### src/rtl/pc_seq_ctrl_pkg.sv
// Shared types and default constants for the fetch sequencer.
package pc_seq_pkg;

    localparam int          DEF_PC_W     = 10;
    localparam int          DEF_INC      = 4;
    localparam logic [9:0]  DEF_RESET_PC = 10'd0;
    localparam logic [9:0]  DEF_TRAP_VEC = 10'h3F0;

    // Sequencer states
    typedef enum logic [1:0] {
        RST_HOLD = 2'd0,
        FETCH    = 2'd1,
        HALTED   = 2'd2
    } state_t;

    // Redirect kinds; the numeric order is the priority order
    typedef enum logic [1:0] {
        NONE = 2'd0,
        BR   = 2'd1,
        JMP  = 2'd2,
        TRAP = 2'd3
    } redir_kind_t;

endpackage

### src/rtl/pc_seq_ctrl_if.sv
// Redirect inputs and instruction-memory port of the fetch sequencer.
interface pc_seq_ctrl_if #(
    parameter int PC_W = 10
);
    logic            stall_i;
    logic            br_taken_i;
    logic [PC_W-1:0] br_target_i;
    logic            jmp_i;
    logic [PC_W-1:0] jmp_target_i;
    logic            trap_i;
    logic            halt_i;
    logic            imem_req_o;
    logic [PC_W-1:0] imem_addr_o;
    logic            imem_ack_i;
    logic [PC_W-1:0] pc_o;
    logic            inst_valid_o;
    logic            flush_o;
    logic            misalign_o;

    // Sequencer side
    modport master (
        input  stall_i, br_taken_i, br_target_i, jmp_i, jmp_target_i,
               trap_i, halt_i, imem_ack_i,
        output imem_req_o, imem_addr_o, pc_o, inst_valid_o, flush_o, misalign_o
    );

    // Decode/execute and memory side
    modport slave (
        output stall_i, br_taken_i, br_target_i, jmp_i, jmp_target_i,
               trap_i, halt_i, imem_ack_i,
        input  imem_req_o, imem_addr_o, pc_o, inst_valid_o, flush_o, misalign_o
    );
endinterface

### src/rtl/pc_seq_ctrl_pc_next_sel.sv
// Combinational next-PC selector: merges the live redirect pulses with the
// pending capture, applies priority, and redirects misaligned targets to the trap vector.
module pc_next_sel
    import pc_seq_pkg::*;
#(
    parameter int              PC_W     = DEF_PC_W,
    parameter int              INC      = DEF_INC,
    parameter logic [PC_W-1:0] TRAP_VEC = PC_W'(DEF_TRAP_VEC)
) (
    input  logic [PC_W-1:0] pc,
    input  logic            br_taken,
    input  logic [PC_W-1:0] br_target,
    input  logic            jmp,
    input  logic [PC_W-1:0] jmp_target,
    input  logic            trap,
    input  redir_kind_t     pend_kind,
    input  logic [PC_W-1:0] pend_target,
    output redir_kind_t     cur_kind,
    output logic [PC_W-1:0] cur_target,
    output logic [PC_W-1:0] next_pc,
    output logic            misalign,
    output logic            flush
);
    localparam logic [PC_W-1:0] INC_V = PC_W'(INC);

    redir_kind_t     sel_kind;
    logic [PC_W-1:0] sel_target;

    // Highest-priority redirect arriving this cycle
    always_comb begin
        cur_kind   = NONE;
        cur_target = '0;
        if (trap) begin
            cur_kind = TRAP;
        end else if (jmp) begin
            cur_kind   = JMP;
            cur_target = jmp_target;
        end else if (br_taken) begin
            cur_kind   = BR;
            cur_target = br_target;
        end
    end

    // Pick live vs pending (a live pulse of equal rank is newer), then form the next PC
    always_comb begin
        sel_kind   = pend_kind;
        sel_target = pend_target;
        if (cur_kind != NONE && cur_kind >= pend_kind) begin
            sel_kind   = cur_kind;
            sel_target = cur_target;
        end
        next_pc  = pc + INC_V;
        misalign = 1'b0;
        flush    = (sel_kind != NONE);
        case (sel_kind)
            TRAP: next_pc = TRAP_VEC;
            JMP, BR: begin
                if (sel_target[1:0] != 2'b00) begin
                    next_pc  = TRAP_VEC;
                    misalign = 1'b1;
                end else begin
                    next_pc = sel_target;
                end
            end
            default: ;
        endcase
    end
endmodule

### src/rtl/pc_seq_ctrl.sv
// Fetch sequencer: owns the PC register, handshakes with instruction memory,
// holds on stalls and remembers redirects that arrive while no fetch is accepted.
module pc_seq_ctrl
    import pc_seq_pkg::*;
#(
    parameter int              PC_W     = DEF_PC_W,
    parameter logic [PC_W-1:0] RESET_PC = PC_W'(DEF_RESET_PC),
    parameter int              INC      = DEF_INC,
    parameter logic [PC_W-1:0] TRAP_VEC = PC_W'(DEF_TRAP_VEC)
) (
    input  logic             clk,
    input  logic             rst,
    pc_seq_ctrl_if.master    bus
);
    state_t          state_reg, state_next;
    redir_kind_t     pend_kind_reg, pend_kind_next;
    logic [PC_W-1:0] pend_target_reg, pend_target_next;
    logic [PC_W-1:0] pc_reg, pc_next;

    logic            imem_req;
    logic            accept;
    redir_kind_t     cur_kind;
    logic [PC_W-1:0] cur_target;
    logic [PC_W-1:0] sel_next_pc;
    logic            sel_misalign;
    logic            sel_flush;

    assign imem_req = (state_reg == FETCH) && !bus.stall_i;
    assign accept   = imem_req && bus.imem_ack_i;

    pc_next_sel #(
        .PC_W     (PC_W),
        .INC      (INC),
        .TRAP_VEC (TRAP_VEC)
    ) u_sel (
        .pc          (pc_reg),
        .br_taken    (bus.br_taken_i),
        .br_target   (bus.br_target_i),
        .jmp         (bus.jmp_i),
        .jmp_target  (bus.jmp_target_i),
        .trap        (bus.trap_i),
        .pend_kind   (pend_kind_reg),
        .pend_target (pend_target_reg),
        .cur_kind    (cur_kind),
        .cur_target  (cur_target),
        .next_pc     (sel_next_pc),
        .misalign    (sel_misalign),
        .flush       (sel_flush)
    );

    // State, pending redirect and PC registers; reset aborts any fetch in flight
    always_ff @(posedge clk or negedge rst) begin
        if (!rst) begin
            state_reg       <= RST_HOLD;
            pend_kind_reg   <= NONE;
            pend_target_reg <= '0;
            pc_reg          <= RESET_PC;
        end else begin
            state_reg       <= state_next;
            pend_kind_reg   <= pend_kind_next;
            pend_target_reg <= pend_target_next;
            pc_reg          <= pc_next;
        end
    end

    // Next state, PC update on accepted fetch, redirect capture otherwise
    always_comb begin
        state_next       = state_reg;
        pc_next          = pc_reg;
        pend_kind_next   = pend_kind_reg;
        pend_target_next = pend_target_reg;
        case (state_reg)
            RST_HOLD: state_next = FETCH;
            FETCH: begin
                if (bus.halt_i) state_next = HALTED;
                if (accept) begin
                    pc_next          = sel_next_pc;
                    pend_kind_next   = NONE;
                    pend_target_next = '0;
                end else if (cur_kind != NONE && cur_kind >= pend_kind_reg) begin
                    pend_kind_next   = cur_kind;
                    pend_target_next = cur_target;
                end
            end
            default: state_next = HALTED;
        endcase
    end

    assign bus.imem_req_o   = imem_req;
    assign bus.imem_addr_o  = pc_reg;
    assign bus.pc_o         = pc_reg;
    assign bus.inst_valid_o = accept && !sel_flush;
    assign bus.flush_o      = accept && sel_flush;
    assign bus.misalign_o   = accept && sel_misalign;
endmodule

### src/flat_wrapper.sv
// flat-port wrapper written by rule: the top's interface ports become plain ports
module pc_seq_ctrl_flat import pc_seq_pkg::*;
#(
    parameter int              PC_W     = DEF_PC_W,
    parameter logic [PC_W-1:0] RESET_PC = PC_W'(DEF_RESET_PC),
    parameter int              INC      = DEF_INC,
    parameter logic [PC_W-1:0] TRAP_VEC = PC_W'(DEF_TRAP_VEC)
)
  (clk, rst, bus_stall_i, bus_br_taken_i, bus_br_target_i, bus_jmp_i, bus_jmp_target_i, bus_trap_i, bus_halt_i, bus_imem_ack_i, bus_imem_req_o, bus_imem_addr_o, bus_pc_o, bus_inst_valid_o, bus_flush_o, bus_misalign_o);
  pc_seq_ctrl_if #(.PC_W(PC_W)) bus_i ();
  input  logic clk;
  input  logic rst;
  input wire logic [$bits(bus_i.stall_i)-1:0] bus_stall_i;
  input wire logic [$bits(bus_i.br_taken_i)-1:0] bus_br_taken_i;
  input wire logic [$bits(bus_i.br_target_i)-1:0] bus_br_target_i;
  input wire logic [$bits(bus_i.jmp_i)-1:0] bus_jmp_i;
  input wire logic [$bits(bus_i.jmp_target_i)-1:0] bus_jmp_target_i;
  input wire logic [$bits(bus_i.trap_i)-1:0] bus_trap_i;
  input wire logic [$bits(bus_i.halt_i)-1:0] bus_halt_i;
  input wire logic [$bits(bus_i.imem_ack_i)-1:0] bus_imem_ack_i;
  output wire logic [$bits(bus_i.imem_req_o)-1:0] bus_imem_req_o;
  output wire logic [$bits(bus_i.imem_addr_o)-1:0] bus_imem_addr_o;
  output wire logic [$bits(bus_i.pc_o)-1:0] bus_pc_o;
  output wire logic [$bits(bus_i.inst_valid_o)-1:0] bus_inst_valid_o;
  output wire logic [$bits(bus_i.flush_o)-1:0] bus_flush_o;
  output wire logic [$bits(bus_i.misalign_o)-1:0] bus_misalign_o;
  assign bus_i.stall_i = bus_stall_i;
  assign bus_i.br_taken_i = bus_br_taken_i;
  assign bus_i.br_target_i = bus_br_target_i;
  assign bus_i.jmp_i = bus_jmp_i;
  assign bus_i.jmp_target_i = bus_jmp_target_i;
  assign bus_i.trap_i = bus_trap_i;
  assign bus_i.halt_i = bus_halt_i;
  assign bus_i.imem_ack_i = bus_imem_ack_i;
  assign bus_imem_req_o = bus_i.imem_req_o;
  assign bus_imem_addr_o = bus_i.imem_addr_o;
  assign bus_pc_o = bus_i.pc_o;
  assign bus_inst_valid_o = bus_i.inst_valid_o;
  assign bus_flush_o = bus_i.flush_o;
  assign bus_misalign_o = bus_i.misalign_o;
  pc_seq_ctrl #(.PC_W(PC_W), .RESET_PC(RESET_PC), .INC(INC), .TRAP_VEC(TRAP_VEC)) u_core (.clk(clk), .rst(rst), .bus(bus_i));
endmodule
### config.mk
export PLATFORM = sky130hd
export DESIGN_NAME = pc_seq_ctrl_flat
export DESIGN_NICKNAME = d
export VERILOG_FILES = /design/src/rtl/pc_seq_ctrl_pkg.sv /design/src/rtl/pc_seq_ctrl_if.sv /design/src/rtl/pc_seq_ctrl_pc_next_sel.sv /design/src/rtl/pc_seq_ctrl.sv /design/src/flat_wrapper.sv
export SDC_FILE = /design/constraint.sdc
export NUM_CORES = 1
export LEC_CHECK = 0
export BUFFER_PORTS_ARGS = -buffer_cell sky130_fd_sc_hd__clkbuf_2
export CAP_MARGIN = 0
export CORE_MARGIN = 8
export CORE_UTILIZATION = 40
export CTS_BUF_LIST = sky130_fd_sc_hd__clkbuf_2
export CTS_CLUSTER_DIAMETER = 30
export CTS_CLUSTER_SIZE = 10
export DETAILED_ROUTE_END_ITERATION = 10
export PLACE_DENSITY = 0.74
export SYNTH_ARGS = -nofsm -noshare
export SYNTH_HDL_FRONTEND = slang
export SYNTH_SLANG_ARGS = --single-unit
export TNS_END_PERCENT = 30
### constraint.sdc
create_clock -name clk -period 13.3 [get_ports clk]
set_input_delay 3.99 -clock clk [delete_from_list [all_inputs] [get_ports clk]]
set_output_delay 3.99 -clock clk [all_outputs]
set_load 0.02 [all_outputs]
==> metrics.txt, run 1 <==
# TYPE chip_impl_metric gauge
chip_impl_metric{name="final.min_clock_period",unit="ps"} 10640
chip_impl_metric{name="setup.reg_to_reg.worst_slack",unit="ps"} 10330
chip_impl_metric{name="std_cell_rows",unit=""} 23
chip_impl_metric{name="final_core_util",unit="%"} 46.47
chip_impl_metric{name="drive_gt1_share",unit="%"} 30.14
chip_impl_info{name="grt-busiest-layer",value="met2"} 1
chip_impl_metric{name="final_net_count",unit=""} 242
chip_impl_metric{name="post-cts-setup-buffers",unit=""} 0
chip_impl_info{name="tritoncts",value="built"} 1
chip_impl_metric{name="worst_setup_hold_path_clk_slew",unit="ps"} 250
chip_impl_metric{name="cts.repair.resized",unit=""} 0
chip_impl_metric{name="worst-slew-pin-transition",unit="ps"} 661.4
chip_impl_metric{name="design.portCount",unit=""} 52
chip_impl_metric{name="cp_num_cells",unit=""} 11
chip_impl_metric{name="wire_per_inst",unit="um"} 15.44
chip_impl_metric{name="post-dp-hpwl",unit="mm"} 3.124
chip_impl_metric{name="p_seq_share",unit="%"} 40.6
chip_impl_metric{name="worst_path_largest_cell_delay",unit="ps"} 630
chip_impl_metric{name="groute.usage.overall",unit="%"} 12.25
chip_impl_info{name="critical_path.endpoint",value="bus_inst_valid_o"} 1
chip_impl_info{name="root_buffer",value="sky130_fd_sc_hd__clkbuf_2"} 1
chip_impl_metric{name="clock_path_buffers",unit=""} 2
chip_impl_metric{name="post_synth.cell_area_avg",unit="um^2"} 9.464
chip_impl_metric{name="path_max_fanout",unit=""} 18
chip_impl_metric{name="fp.dieH",unit="um"} 79.79
chip_impl_metric{name="required_arrival_time_at_the_worst_endpoint",unit="ps"} 9310
chip_impl_metric{name="drv_cap",unit=""} 0
chip_impl_metric{name="finalCritPeriodShare",unit="%"} 80.01
chip_impl_metric{name="wirelength_routed",unit="mm"} 3.999
chip_impl_metric{name="arrival",unit="ps"} 6650
chip_impl_metric{name="dr_total_vias",unit=""} 1411
chip_impl_metric{name="wire_length_of_the_first_global_routing_pass",unit="mm"} 6.375
chip_impl_info{name="most-common-layout-cells",value="sky130_fd_sc_hd__clkbuf_2 (54), sky130_fd_sc_hd__dfrtp_1 (24), sky130_fd_sc_hd__nor2_1 (15)"} 1
chip_impl_metric{name="whs",unit="ps"} 522.7
chip_impl_metric{name="switchingPower",unit="W"} 0.0001062
chip_impl_metric{name="cts-buffers-inserted",unit=""} 3
chip_impl_info{name="crit_path_cell_trace",value="clkbuf_2, nor2_1, inv_1, ha_1, nor2_1, o31ai_4, o22ai_1, inv_1, ha_1, and2_1, clkbuf_2"} 1
chip_impl_info{name="rsz0062_at_grt",value="no"} 1
chip_impl_metric{name="placed_cell_area",unit="mm^2"} 0.001827
chip_impl_info{name="hold_path.class",value="flop to flop"} 1
chip_impl_metric{name="comb_power_share",unit="%"} 47.5
chip_impl_metric{name="finalMaxSlewViolations",unit=""} 0
chip_impl_metric{name="ys_seq_area_share",unit="%"} 36.89
chip_impl_metric{name="clock_tree.htree_level_count",unit=""} 1
chip_impl_metric{name="antenna_cells",unit=""} 0
chip_impl_metric{name="setup-tns-final",unit="ps"} 0
chip_impl_info{name="crit_start",value="bus_jmp_i"} 1
chip_impl_metric{name="max_freq",unit="MHz"} 93.97
chip_impl_metric{name="ys_warn_count",unit=""} 0
chip_impl_metric{name="drt_pre_antenna_iters",unit=""} 4
chip_impl_info{name="rr_startpoint",value="u_core.pend_kind_reg[1]$_DFFE_PN0N_"} 1
chip_impl_info{name="netlist_top_cells_area",value="sky130_fd_sc_hd__dfrtp_1 (37%), sky130_fd_sc_hd__buf_4 (5.1%), sky130_fd_sc_hd__mux2i_1 (4.3%)"} 1
chip_impl_metric{name="globalRouteMet2Util",unit="%"} 21.68
chip_impl_metric{name="synth_edf_count",unit=""} 0
chip_impl_metric{name="vias_per_cell",unit=""} 5.448
chip_impl_metric{name="clk_sink_count",unit=""} 24
chip_impl_metric{name="synth_nets",unit=""} 204
chip_impl_metric{name="drt_iter0_markers",unit=""} 106
chip_impl_metric{name="largest_net_degree_at_the_start_of_global_routing",unit=""} 25
chip_impl_metric{name="r2r_cells",unit=""} 10
chip_impl_metric{name="slew_hr",unit="%"} 55.91
chip_impl_metric{name="start_util",unit="%"} 40.99
chip_impl_metric{name="insertion_delay",unit="ps"} 360
chip_impl_metric{name="fin_clk_skew",unit="ps"} 17.90
chip_impl_info{name="critical_path.reg2reg.endpoint",value="u_core.bus.imem_addr_o[9]$_DFFE_PN0P_"} 1
chip_impl_metric{name="grt_use_met3",unit="%"} 2.590
chip_impl_metric{name="grt.met1_usage",unit="%"} 14.54
chip_impl_info{name="yosys.area.top_type",value="sky130_fd_sc_hd__dfrtp_1"} 1
chip_impl_metric{name="power.share.switching",unit="%"} 42.52
chip_impl_info{name="layout_commonest_cell",value="sky130_fd_sc_hd__clkbuf_2"} 1
chip_impl_metric{name="cts_hold_repair.buffers",unit=""} 0
chip_impl_metric{name="cells_after_synth",unit=""} 172
chip_impl_metric{name="leakagePower",unit="nW"} 0.8845
chip_impl_metric{name="die_area",unit="mm^2"} 0.006366
chip_impl_metric{name="synthesis.area",unit="mm^2"} 0.001628
chip_impl_metric{name="synth_async_reset_ratio",unit="%"} 100.0
chip_impl_metric{name="route.antenna.remaining_nets",unit=""} 0
chip_impl_metric{name="placement.io_buffers",unit=""} 51
chip_impl_metric{name="power_report.internal_total",unit="W"} 0.0001436
chip_impl_metric{name="power_density",unit="mW/mm^2"} 135.4
chip_impl_metric{name="grt_antenna_before_repair",unit=""} 0
chip_impl_metric{name="die_x",unit="um"} 79.79
chip_impl_metric{name="detail_route.drc_violations",unit=""} 0
chip_impl_info{name="status",value="complete, no violations"} 1
chip_impl_metric{name="first_global_vias",unit=""} 1387
chip_impl_metric{name="ys_seq_elements",unit=""} 24
chip_impl_info{name="worstSetupPathType",value="primary input to primary output"} 1
chip_impl_metric{name="report.final.setup_viol",unit=""} 0
chip_impl_metric{name="core_area",unit="mm^2"} 0.003971
chip_impl_info{name="end_kind",value="primary output"} 1
chip_impl_info{name="startpoint_types",value="primary input"} 1
chip_impl_metric{name="power.share.clock",unit="%"} 11.9
chip_impl_metric{name="layout-area-overhead-vs-synth",unit="%"} 13.37
chip_impl_metric{name="gp_congestion",unit=""} 0.8072
chip_impl_metric{name="finished_layout_cell_area",unit="mm^2"} 0.001846
chip_impl_metric{name="hold_viol_final",unit=""} 0
chip_impl_metric{name="worst-path-buf-inv",unit=""} 4
chip_impl_info{name="critical-path-top-delay-family",value="compound AO/OA/AOI/OAI gates"} 1
chip_impl_metric{name="netlist.area_leader.share",unit="%"} 36.89
chip_impl_metric{name="globalRoute.totalOverflow",unit=""} 0
chip_impl_info{name="worst_path_max_delay_cell",value="sky130_fd_sc_hd__o31ai_4"} 1
chip_impl_metric{name="netlist-cell-type-count",unit=""} 42
chip_impl_metric{name="final_cells",unit=""} 259
chip_impl_info{name="postSynth.topFlopCell",value="sky130_fd_sc_hd__dfrtp_1"} 1
chip_impl_metric{name="peak_supply_drop",unit="mV"} 0.05900
chip_impl_metric{name="placed_cells_incl_taps",unit=""} 255
[worst register-to-register path, cell delays in order (launching register included)]
cell and delay [ps]:
sky130_fd_sc_hd__dfrtp_1 420, sky130_fd_sc_hd__inv_1 110, sky130_fd_sc_hd__ha_1 250, sky130_fd_sc_hd__and3b_4 240
sky130_fd_sc_hd__o31ai_4 550, sky130_fd_sc_hd__o22ai_1 200, sky130_fd_sc_hd__inv_1 110, sky130_fd_sc_hd__ha_1 440
sky130_fd_sc_hd__nor2_1 170, sky130_fd_sc_hd__nand2_1 260, sky130_fd_sc_hd__o22ai_1 130
[worst min path at each step]
| stage | startpoint | to | slack (ps) | cells after the start |
|---|---|---|---|---|
| final | u_core.state_reg[1]$_DFFE_PN0P_ | u_core.state_reg[0]$_DFFE_PN0P_ | 520 | 1 |
| after global routing | u_core.pend_target_reg[7]$_DFFE_PN0N_ | u_core.pend_target_reg[7]$_DFFE_PN0N_ | 560 | 1 |
| after CTS | u_core.pend_target_reg[3]$_DFFE_PN0N_ | u_core.pend_target_reg[3]$_DFFE_PN0N_ | 530 | 2 |
| after detailed placement | u_core.pend_target_reg[3]$_DFFE_PN0N_ | u_core.pend_target_reg[3]$_DFFE_PN0N_ | 480 | 2 |
| after global placement | u_core.pend_target_reg[3]$_DFFE_PN0N_ | u_core.pend_target_reg[3]$_DFFE_PN0N_ | 470 | 2 |
| after floorplan | u_core.pend_target_reg[3]$_DFFE_PN0N_ | u_core.pend_target_reg[3]$_DFFE_PN0N_ | 450 | 2 |
[through the flow]
step / power, W / setup WS (ps)
floorplan: 0.0001961 / 3175
global route: 0.0002665 / 2435
finish: 0.0002498 / 2658
CTS: 0.0002504 / 2675
detailed placement: 0.0002214 / 2667
global placement: 0.0002186 / 2737
[routing by layer]
layer,wire [um],part of all wire [%],vias to the layer above
li1,-,-,709
met1,1789,45,665
met2,1990,50,29
met3,164,4.1,8
met4,55,1.4,0
met5,0,0,-
[synth_stat cells (5+ instances only)]
library cell / count
sky130_fd_sc_hd__nand3_1: 6
sky130_fd_sc_hd__a21oi_1: 9
sky130_fd_sc_hd__nand2_1: 13
sky130_fd_sc_hd__a22o_1: 6
sky130_fd_sc_hd__buf_4: 11
sky130_fd_sc_hd__o21ai_0: 8
sky130_fd_sc_hd__nor2b_1: 5
sky130_fd_sc_hd__inv_1: 5
sky130_fd_sc_hd__nor2_1: 15
sky130_fd_sc_hd__dfrtp_1: 24
sky130_fd_sc_hd__mux2i_1: 7
sky130_fd_sc_hd__a22oi_1: 5
[area by class of cell]
cell class                      count  area (um^2)
Tap cell                           50        62.56
Fill cell                         401         2126
Timing Repair Buffer               51        255.2
Sequential cell                    24        600.6
Clock inverter                      1        3.754
Inverter                            5        18.77
Clock buffer                        3        15.01
Multi-Input combinational cell    125        889.6
[cells by family after synthesis]
kind of cell	share of synthesized area, %
compound gates	24.44
flops	36.89
mux	6.380
fa+ha+maj	3.075
buf+inv	8.455
simple gates	20.75
[power by group through the flow]
| stage | combinational (W) | sequential (W) | clock [W] |
|---|---|---|---|
| 2_1_floorplan | 0.0000935 | 0.000103 | 0 |
| 3_3_place_gp | 0.000117 | 0.000102 | 0 |
| 3_5_place_dp | 0.000119 | 0.000102 | 0 |
| 4_1_cts | 0.000119 | 0.000101 | 0.0000303 |
| 5_1_grt | 0.000129 | 0.000103 | 0.0000337 |
| 6_report | 0.000119 | 0.000101 | 0.0000298 |
No activity file was read; power rests on OpenSTA's default activity.
==> run 2: changes to the inputs <==
==> constraint.sdc (replaced) <==
create_clock -name clk -period 10.95 [get_ports clk]
set_input_delay 3.285 -clock clk [delete_from_list [all_inputs] [get_ports clk]]
set_output_delay 3.285 -clock clk [all_outputs]
set_load 0.02 [all_outputs]
==> run 2 against run 1 <==
Effect of this change: setup slack got worse by 980 ps; clock skew fell by 2.8 ps; routed wire length fell by 0.75%; clock power rose by 14%; highest routed layer unchanged.
==> metrics.txt, run 2 (synthesis results as in run 1) <==
# TYPE chip_impl_metric gauge
chip_impl_metric{name="worst_path_largest_cell_delay",unit="ps"} 630
chip_impl_metric{name="worst-slew-pin-transition",unit="ps"} 669.2
chip_impl_metric{name="comb_power_share",unit="%"} 47.7
chip_impl_metric{name="groute.usage.overall",unit="%"} 12.33
chip_impl_metric{name="path_max_fanout",unit=""} 18
chip_impl_info{name="crit_path_cell_trace",value="clkbuf_2, nor2_1, inv_1, ha_1, nor2_1, o31ai_4, o22ai_1, inv_1, ha_1, nor2_1, clkbuf_2"} 1
chip_impl_metric{name="slew_hr",unit="%"} 55.38
chip_impl_metric{name="power_report.internal_total",unit="W"} 0.0001737
chip_impl_info{name="status",value="complete, no violations"} 1
chip_impl_info{name="end_kind",value="primary output"} 1
chip_impl_metric{name="final_net_count",unit=""} 242
chip_impl_metric{name="leakagePower",unit="nW"} 0.8829
chip_impl_metric{name="drv_cap",unit=""} 0
chip_impl_metric{name="power.share.clock",unit="%"} 11.4
chip_impl_metric{name="insertion_delay",unit="ps"} 350
chip_impl_metric{name="final_core_util",unit="%"} 46.38
chip_impl_metric{name="setup-tns-final",unit="ps"} 0
chip_impl_info{name="root_buffer",value="sky130_fd_sc_hd__clkbuf_2"} 1
chip_impl_info{name="worst_path_max_delay_cell",value="sky130_fd_sc_hd__o31ai_4"} 1
chip_impl_metric{name="report.final.setup_viol",unit=""} 0
chip_impl_metric{name="std_cell_rows",unit=""} 23
chip_impl_metric{name="final_cells",unit=""} 258
chip_impl_info{name="layout_commonest_cell",value="sky130_fd_sc_hd__clkbuf_2"} 1
chip_impl_metric{name="fp.dieH",unit="um"} 79.79
chip_impl_metric{name="post-cts-setup-buffers",unit=""} 0
chip_impl_metric{name="cts.repair.resized",unit=""} 0
chip_impl_metric{name="arrival",unit="ps"} 5990
chip_impl_metric{name="post-dp-hpwl",unit="mm"} 3.115
chip_impl_metric{name="die_x",unit="um"} 79.79
chip_impl_metric{name="wire_length_of_the_first_global_routing_pass",unit="mm"} 6.382
chip_impl_metric{name="power_density",unit="mW/mm^2"} 162.9
chip_impl_metric{name="switchingPower",unit="W"} 0.0001264
chip_impl_metric{name="route.antenna.remaining_nets",unit=""} 0
chip_impl_metric{name="start_util",unit="%"} 40.99
chip_impl_metric{name="antenna_cells",unit=""} 0
chip_impl_metric{name="first_global_vias",unit=""} 1421
chip_impl_metric{name="power.share.switching",unit="%"} 42.12
chip_impl_metric{name="cts-buffers-inserted",unit=""} 3
chip_impl_info{name="tritoncts",value="built"} 1
chip_impl_metric{name="globalRoute.totalOverflow",unit=""} 0
chip_impl_metric{name="drive_gt1_share",unit="%"} 30.29
chip_impl_metric{name="final.min_clock_period",unit="ps"} 9270
chip_impl_metric{name="gp_congestion",unit=""} 0.8086
chip_impl_metric{name="placement.io_buffers",unit=""} 51
chip_impl_metric{name="placed_cells_incl_taps",unit=""} 255
chip_impl_metric{name="peak_supply_drop",unit="mV"} 0.07670
chip_impl_metric{name="finalCritPeriodShare",unit="%"} 84.66
chip_impl_metric{name="wire_per_inst",unit="um"} 15.38
chip_impl_metric{name="die_area",unit="mm^2"} 0.006366
chip_impl_metric{name="drt_iter0_markers",unit=""} 96
chip_impl_metric{name="layout_setup_ws",unit="ps"} 1680
chip_impl_metric{name="clock_tree.htree_level_count",unit=""} 1
chip_impl_info{name="hold_path.class",value="flop to flop"} 1
chip_impl_info{name="crit_top_cell",value="sky130_fd_sc_hd__nor2_1"} 1
chip_impl_metric{name="clk_sink_count",unit=""} 24
chip_impl_metric{name="required_arrival_time_at_the_worst_endpoint",unit="ps"} 7670
chip_impl_info{name="rsz0062_at_grt",value="no"} 1
chip_impl_metric{name="detail_route.drc_violations",unit=""} 0
chip_impl_metric{name="hold_viol_final",unit=""} 0
chip_impl_metric{name="largest_net_degree_at_the_start_of_global_routing",unit=""} 25
chip_impl_metric{name="finalMaxSlewViolations",unit=""} 0
chip_impl_metric{name="fin_clk_skew",unit="ps"} 15.08
chip_impl_metric{name="dr_total_vias",unit=""} 1436
chip_impl_metric{name="design.portCount",unit=""} 52
chip_impl_metric{name="worst_setup_hold_path_clk_slew",unit="ps"} 230
chip_impl_metric{name="placed_cell_area",unit="mm^2"} 0.001827
chip_impl_metric{name="layout-area-overhead-vs-synth",unit="%"} 13.14
chip_impl_metric{name="max_freq",unit="MHz"} 107.9
chip_impl_metric{name="finished_layout_cell_area",unit="mm^2"} 0.001842
chip_impl_metric{name="p_seq_share",unit="%"} 40.9
chip_impl_metric{name="wirelength_routed",unit="mm"} 3.969
chip_impl_metric{name="vias_per_cell",unit=""} 5.566
chip_impl_info{name="worstSetupPathType",value="primary input to primary output"} 1
chip_impl_metric{name="core_area",unit="mm^2"} 0.003971
chip_impl_info{name="most-common-layout-cells",value="sky130_fd_sc_hd__clkbuf_2 (54), sky130_fd_sc_hd__dfrtp_1 (24), sky130_fd_sc_hd__nor2_1 (15)"} 1
chip_impl_metric{name="dpl_worst_slack",unit="ps"} 1700
chip_impl_info{name="startpoint_types",value="primary input"} 1
chip_impl_metric{name="cts_hold_repair.buffers",unit=""} 0
chip_impl_metric{name="drt_pre_antenna_iters",unit=""} 4
chip_impl_metric{name="grt_antenna_before_repair",unit=""} 0
chip_impl_metric{name="clock_path_buffers",unit=""} 2
## run 2: worst paths after layout
check / from / end / slack, ps / depth (start not counted)
worst min register to register: u_core.state_reg[1]$_DFFE_PN0P_ / u_core.state_reg[0]$_DFFE_PN0P_ / 520 / 1
max in group asynchronous: rst / u_core.pend_kind_reg[0]$_DFFE_PN0N_ / 7670 / 1
worst min-delay path: u_core.state_reg[1]$_DFFE_PN0P_ / u_core.state_reg[0]$_DFFE_PN0P_ / 520 / 1
worst max-delay path: bus_jmp_i / bus_flush_o / 1680 / 11
worst max register to register: u_core.pend_kind_reg[1]$_DFFE_PN0N_ / u_core.bus.imem_addr_o[3]$_DFFE_PN0P_ / 7930 / 10
min in group asynchronous: rst / u_core.bus.imem_addr_o[5]$_DFFE_PN0P_ / 2880 / 1
## run 2: routing by layer
layer | GRT usage (%) | vias up | wire length [um] | part of all wire (%)
met2 | 21.27 | 34 | 2025 | 51
met1 | 14.57 | 690 | 1714 | 43
met3 | 2.703 | 4 | 182 | 4.6
li1 | - | 708 | - | -
met5 | 0 | - | 0 | 0
met4 | 4.545 | 0 | 46 | 1.2
## run 2: area by class of cell
cell class | instances | area (um^2)
Inverter | 5 | 18.77
Tap cell | 50 | 62.56
Sequential cell | 24 | 600.6
Clock buffer | 3 | 15.01
Multi-Input combinational cell | 125 | 889.6
Fill cell | 395 | 2130
Timing Repair Buffer | 51 | 255.2
## run 2: through the flow
| stage | hold WS [ps] | power [W] |
|---|---|---|
| finish | 521.4 | 0.0003000 |
| global route | 550.8 | 0.0003224 |
| CTS | 524.7 | 0.0003008 |
| detailed placement | 479.5 | 0.0002678 |
| global placement | 467.3 | 0.0002657 |
| floorplan | 449.2 | 0.0002382 |
## run 2: critical path: cells and delay by family
kind / cells / cell delay, ps
AO/OA/AOI/OAI: 2 / 840
adder cells (fa/ha/maj): 2 / 750
buffers and inverters: 4 / 580
AND/OR/NAND/NOR: 3 / 510
## run 2: power by group through the flow
stage	combinational [W]	sequential (W)	clock [W]
after floorplan	0.000114	0.000125	0
after global placement	0.000142	0.000124	0
after detailed placement	0.000143	0.000124	0
after CTS	0.000144	0.000123	0.0000345
after global routing	0.000156	0.000126	0.0000398
final	0.000143	0.000123	0.0000341
==> run 3: changes to the inputs <==
==> constraint.sdc (replaced) <==
create_clock -name clk -period 8.9 [get_ports clk]
set_input_delay 2.67 -clock clk [delete_from_list [all_inputs] [get_ports clk]]
set_output_delay 2.67 -clock clk [all_outputs]
set_load 0.02 [all_outputs]
==> run 3 against run 2 <==
Effect of this change: first-iteration DRC count down 4.2%; critical path depth rose by 1; routed wire length is 0.55% higher; final area is 0.61% higher; setup slack lost 830 ps; sequential share of layout area shrank 0.20 points; sequential power rose by 23%; clock skew is 7.1 ps lower; combinational power rose by 27%; core utilization rose by 0.28 points; cell count is 0.78% higher; clock-buffer cell count stayed put; critical endpoint unchanged; largest cell class unchanged.
==> metrics.txt, run 3 (synthesis results as in run 1) <==
# TYPE chip_impl_metric gauge
chip_impl_metric{name="placed_cells_incl_taps",unit=""} 256
chip_impl_info{name="hold_path_end",value="u_core.pend_target_reg[3]$_DFFE_PN0N_"} 1
chip_impl_metric{name="worst_setup_hold_path_clk_slew",unit="ps"} 220
chip_impl_metric{name="vias_per_cell",unit=""} 5.508
chip_impl_metric{name="antenna_cells",unit=""} 0
chip_impl_metric{name="leakagePower",unit="nW"} 0.8891
chip_impl_metric{name="detail_route.drc_violations",unit=""} 0
chip_impl_metric{name="clock_path_buffers",unit=""} 2
chip_impl_metric{name="max_freq",unit="MHz"} 124.2
chip_impl_metric{name="finalMaxSlewViolations",unit=""} 0
chip_impl_metric{name="drt_iter0_markers",unit=""} 92
chip_impl_info{name="tritoncts",value="built"} 1
chip_impl_metric{name="grt_antenna_before_repair",unit=""} 0
chip_impl_metric{name="dr_total_vias",unit=""} 1432
chip_impl_metric{name="report.final.setup_viol",unit=""} 0
chip_impl_metric{name="setup.reg_to_reg.worst_slack",unit="ps"} 5840
chip_impl_metric{name="worst-slew-pin-transition",unit="ps"} 590.4
chip_impl_metric{name="layout-area-overhead-vs-synth",unit="%"} 13.84
chip_impl_info{name="critical_path.reg2reg.endpoint",value="u_core.bus.imem_addr_o[2]$_DFFE_PN0P_"} 1
chip_impl_metric{name="core_area",unit="mm^2"} 0.003971
chip_impl_info{name="rsz0062_at_grt",value="no"} 1
chip_impl_metric{name="path_max_fanout",unit=""} 18
chip_impl_metric{name="required_arrival_time_at_the_worst_endpoint",unit="ps"} 6230
chip_impl_metric{name="gp_congestion",unit=""} 0.7957
chip_impl_metric{name="arrival",unit="ps"} 5380
chip_impl_info{name="status",value="complete, no violations"} 1
chip_impl_metric{name="start_util",unit="%"} 40.99
chip_impl_metric{name="fin_clk_skew",unit="ps"} 8.020
chip_impl_info{name="rr_startpoint",value="u_core.pend_kind_reg[1]$_DFFE_PN0N_"} 1
chip_impl_metric{name="route.antenna.remaining_nets",unit=""} 0
chip_impl_info{name="end_kind",value="primary output"} 1
chip_impl_info{name="worst_path_max_delay_cell",value="sky130_fd_sc_hd__o21ai_1"} 1
chip_impl_metric{name="cts-buffers-inserted",unit=""} 3
chip_impl_metric{name="final_net_count",unit=""} 243
chip_impl_metric{name="slew_hr",unit="%"} 60.38
chip_impl_metric{name="total_power",unit="W"} 0.0003741
chip_impl_metric{name="die_area",unit="mm^2"} 0.006366
chip_impl_metric{name="setup-tns-final",unit="ps"} 0
chip_impl_metric{name="clk_sink_count",unit=""} 24
chip_impl_info{name="layout_commonest_cell",value="sky130_fd_sc_hd__clkbuf_2"} 1
chip_impl_metric{name="wire_per_inst",unit="um"} 15.35
chip_impl_metric{name="final_cells",unit=""} 260
chip_impl_metric{name="post-cts-setup-buffers",unit=""} 0
chip_impl_metric{name="hold_viol_final",unit=""} 0
chip_impl_metric{name="cts.repair.resized",unit=""} 0
chip_impl_metric{name="globalRoute.totalOverflow",unit=""} 0
chip_impl_info{name="worst_hold_startpoint",value="u_core.pend_target_reg[3]$_DFFE_PN0N_"} 1
chip_impl_metric{name="worst_path_largest_cell_delay",unit="ps"} 350
chip_impl_info{name="startpoint_types",value="primary input"} 1
chip_impl_metric{name="first_global_vias",unit=""} 1468
chip_impl_metric{name="wire_length_of_the_first_global_routing_pass",unit="mm"} 6.561
chip_impl_metric{name="finalCritPeriodShare",unit="%"} 90.44
chip_impl_metric{name="groute.usage.overall",unit="%"} 12.56
chip_impl_metric{name="placed_cell_area",unit="mm^2"} 0.001834
chip_impl_info{name="most-common-layout-cells",value="sky130_fd_sc_hd__clkbuf_2 (54), sky130_fd_sc_hd__dfrtp_1 (24), sky130_fd_sc_hd__nor2_1 (15)"} 1
chip_impl_metric{name="cts_hold_repair.buffers",unit=""} 0
chip_impl_metric{name="std_cell_rows",unit=""} 23
chip_impl_metric{name="wirelength_routed",unit="mm"} 3.991
chip_impl_metric{name="layout_fillers",unit=""} 411
chip_impl_info{name="crit_path_cell_trace",value="clkbuf_2, nor2_1, inv_1, ha_1, o21ai_1, o31ai_4, buf_4, o22ai_1, inv_1, ha_1, nor2_1, clkbuf_2"} 1
chip_impl_metric{name="finished_layout_cell_area",unit="mm^2"} 0.001853
chip_impl_metric{name="peak_supply_drop",unit="mV"} 0.1070
chip_impl_metric{name="drive_gt1_share",unit="%"} 30.48
chip_impl_metric{name="insertion_delay",unit="ps"} 340
chip_impl_metric{name="clock_tree.htree_level_count",unit=""} 1
chip_impl_metric{name="power_density",unit="mW/mm^2"} 201.9
chip_impl_metric{name="design.portCount",unit=""} 52
chip_impl_info{name="worstSetupPathType",value="primary input to primary output"} 1
chip_impl_metric{name="fp.dieH",unit="um"} 79.79
chip_impl_metric{name="drt_pre_antenna_iters",unit=""} 4
chip_impl_metric{name="placement.io_buffers",unit=""} 51
chip_impl_metric{name="timing.hold.worst_path_depth",unit=""} 2
chip_impl_metric{name="r2r_cells",unit=""} 11
chip_impl_metric{name="drv_cap",unit=""} 0
chip_impl_metric{name="largest_net_degree_at_the_start_of_global_routing",unit=""} 25
chip_impl_metric{name="post-dp-hpwl",unit="mm"} 3.128
chip_impl_info{name="root_buffer",value="sky130_fd_sc_hd__clkbuf_2"} 1
chip_impl_metric{name="die_x",unit="um"} 79.79
chip_impl_metric{name="final.min_clock_period",unit="ps"} 8049
chip_impl_info{name="hold_path.class",value="flop to flop"} 1
==> run 3: changes by cell type in the layout (fill, tap and decap cells not counted), sizes merged <==
cell / previous run / this run
clkinv: 0 / 1
buf: 0 / 1
==> run 3: worst max-delay path, delay by kind of cell <==
family	cells	cell delay, ps
fa+ha+maj	2	650
buf+inv	5	830
simple gates	2	530
compound gates	3	700
==> run 3: layout make-up <==
cell class                 instances  area (um^2)  area share [%]
sequential                        24        600.6           32.41
clock inverter                     1        3.754          0.2026
multi-input combinational        125        889.6           48.01
timing repair buffer              52        262.8           14.18
inverter                           5        18.77           1.013
clock buffer                       3        15.01          0.8103
tap                               50        62.56           3.376
==> run 3: where the power goes <==
part | internal, W | switching (W) | leakage, nW
Sequential | 0.000132 | 0.0000195 | 0.315
Clock | 0.00000976 | 0.0000321 | 0.0140
Combinational | 0.0000755 | 0.000106 | 0.560
Total | 0.000217 | 0.000157 | 0.889
==> run 3: worst max-delay path by stage <==
stage | to | startpoint | cells past startpoint
global route | bus_flush_o | bus_jmp_i | 12
global placement | bus_flush_o | bus_jmp_i | 12
CTS | bus_flush_o | bus_jmp_i | 12
finish | bus_flush_o | bus_jmp_i | 12
detailed placement | bus_flush_o | bus_jmp_i | 12
floorplan | bus_inst_valid_o | bus_jmp_i | 12
==> run 3: per-layer routing <==
metal,GRT usage [%],share of wire [%],vias to the layer above
met5,0,0,-
met4,3.273,0.80,0
met3,3.604,5.9,5
met2,22.25,52,42
met1,14.34,42,678
li1,-,-,707
==> run 3: stage by stage <==
stage / utilization, % / hold slack, ps / setup slack (ps)
2_1_floorplan: - / 449.2 / 1415
3_3_place_gp: 46.19 / 467.2 / 1010
3_5_place_dp: 46.19 / 479.5 / 883.4
4_1_cts: 46.66 / 526.1 / 864.4
5_1_grt: 46.66 / 549.2 / 679.0
6_report: 46.66 / 520.6 / 851.2
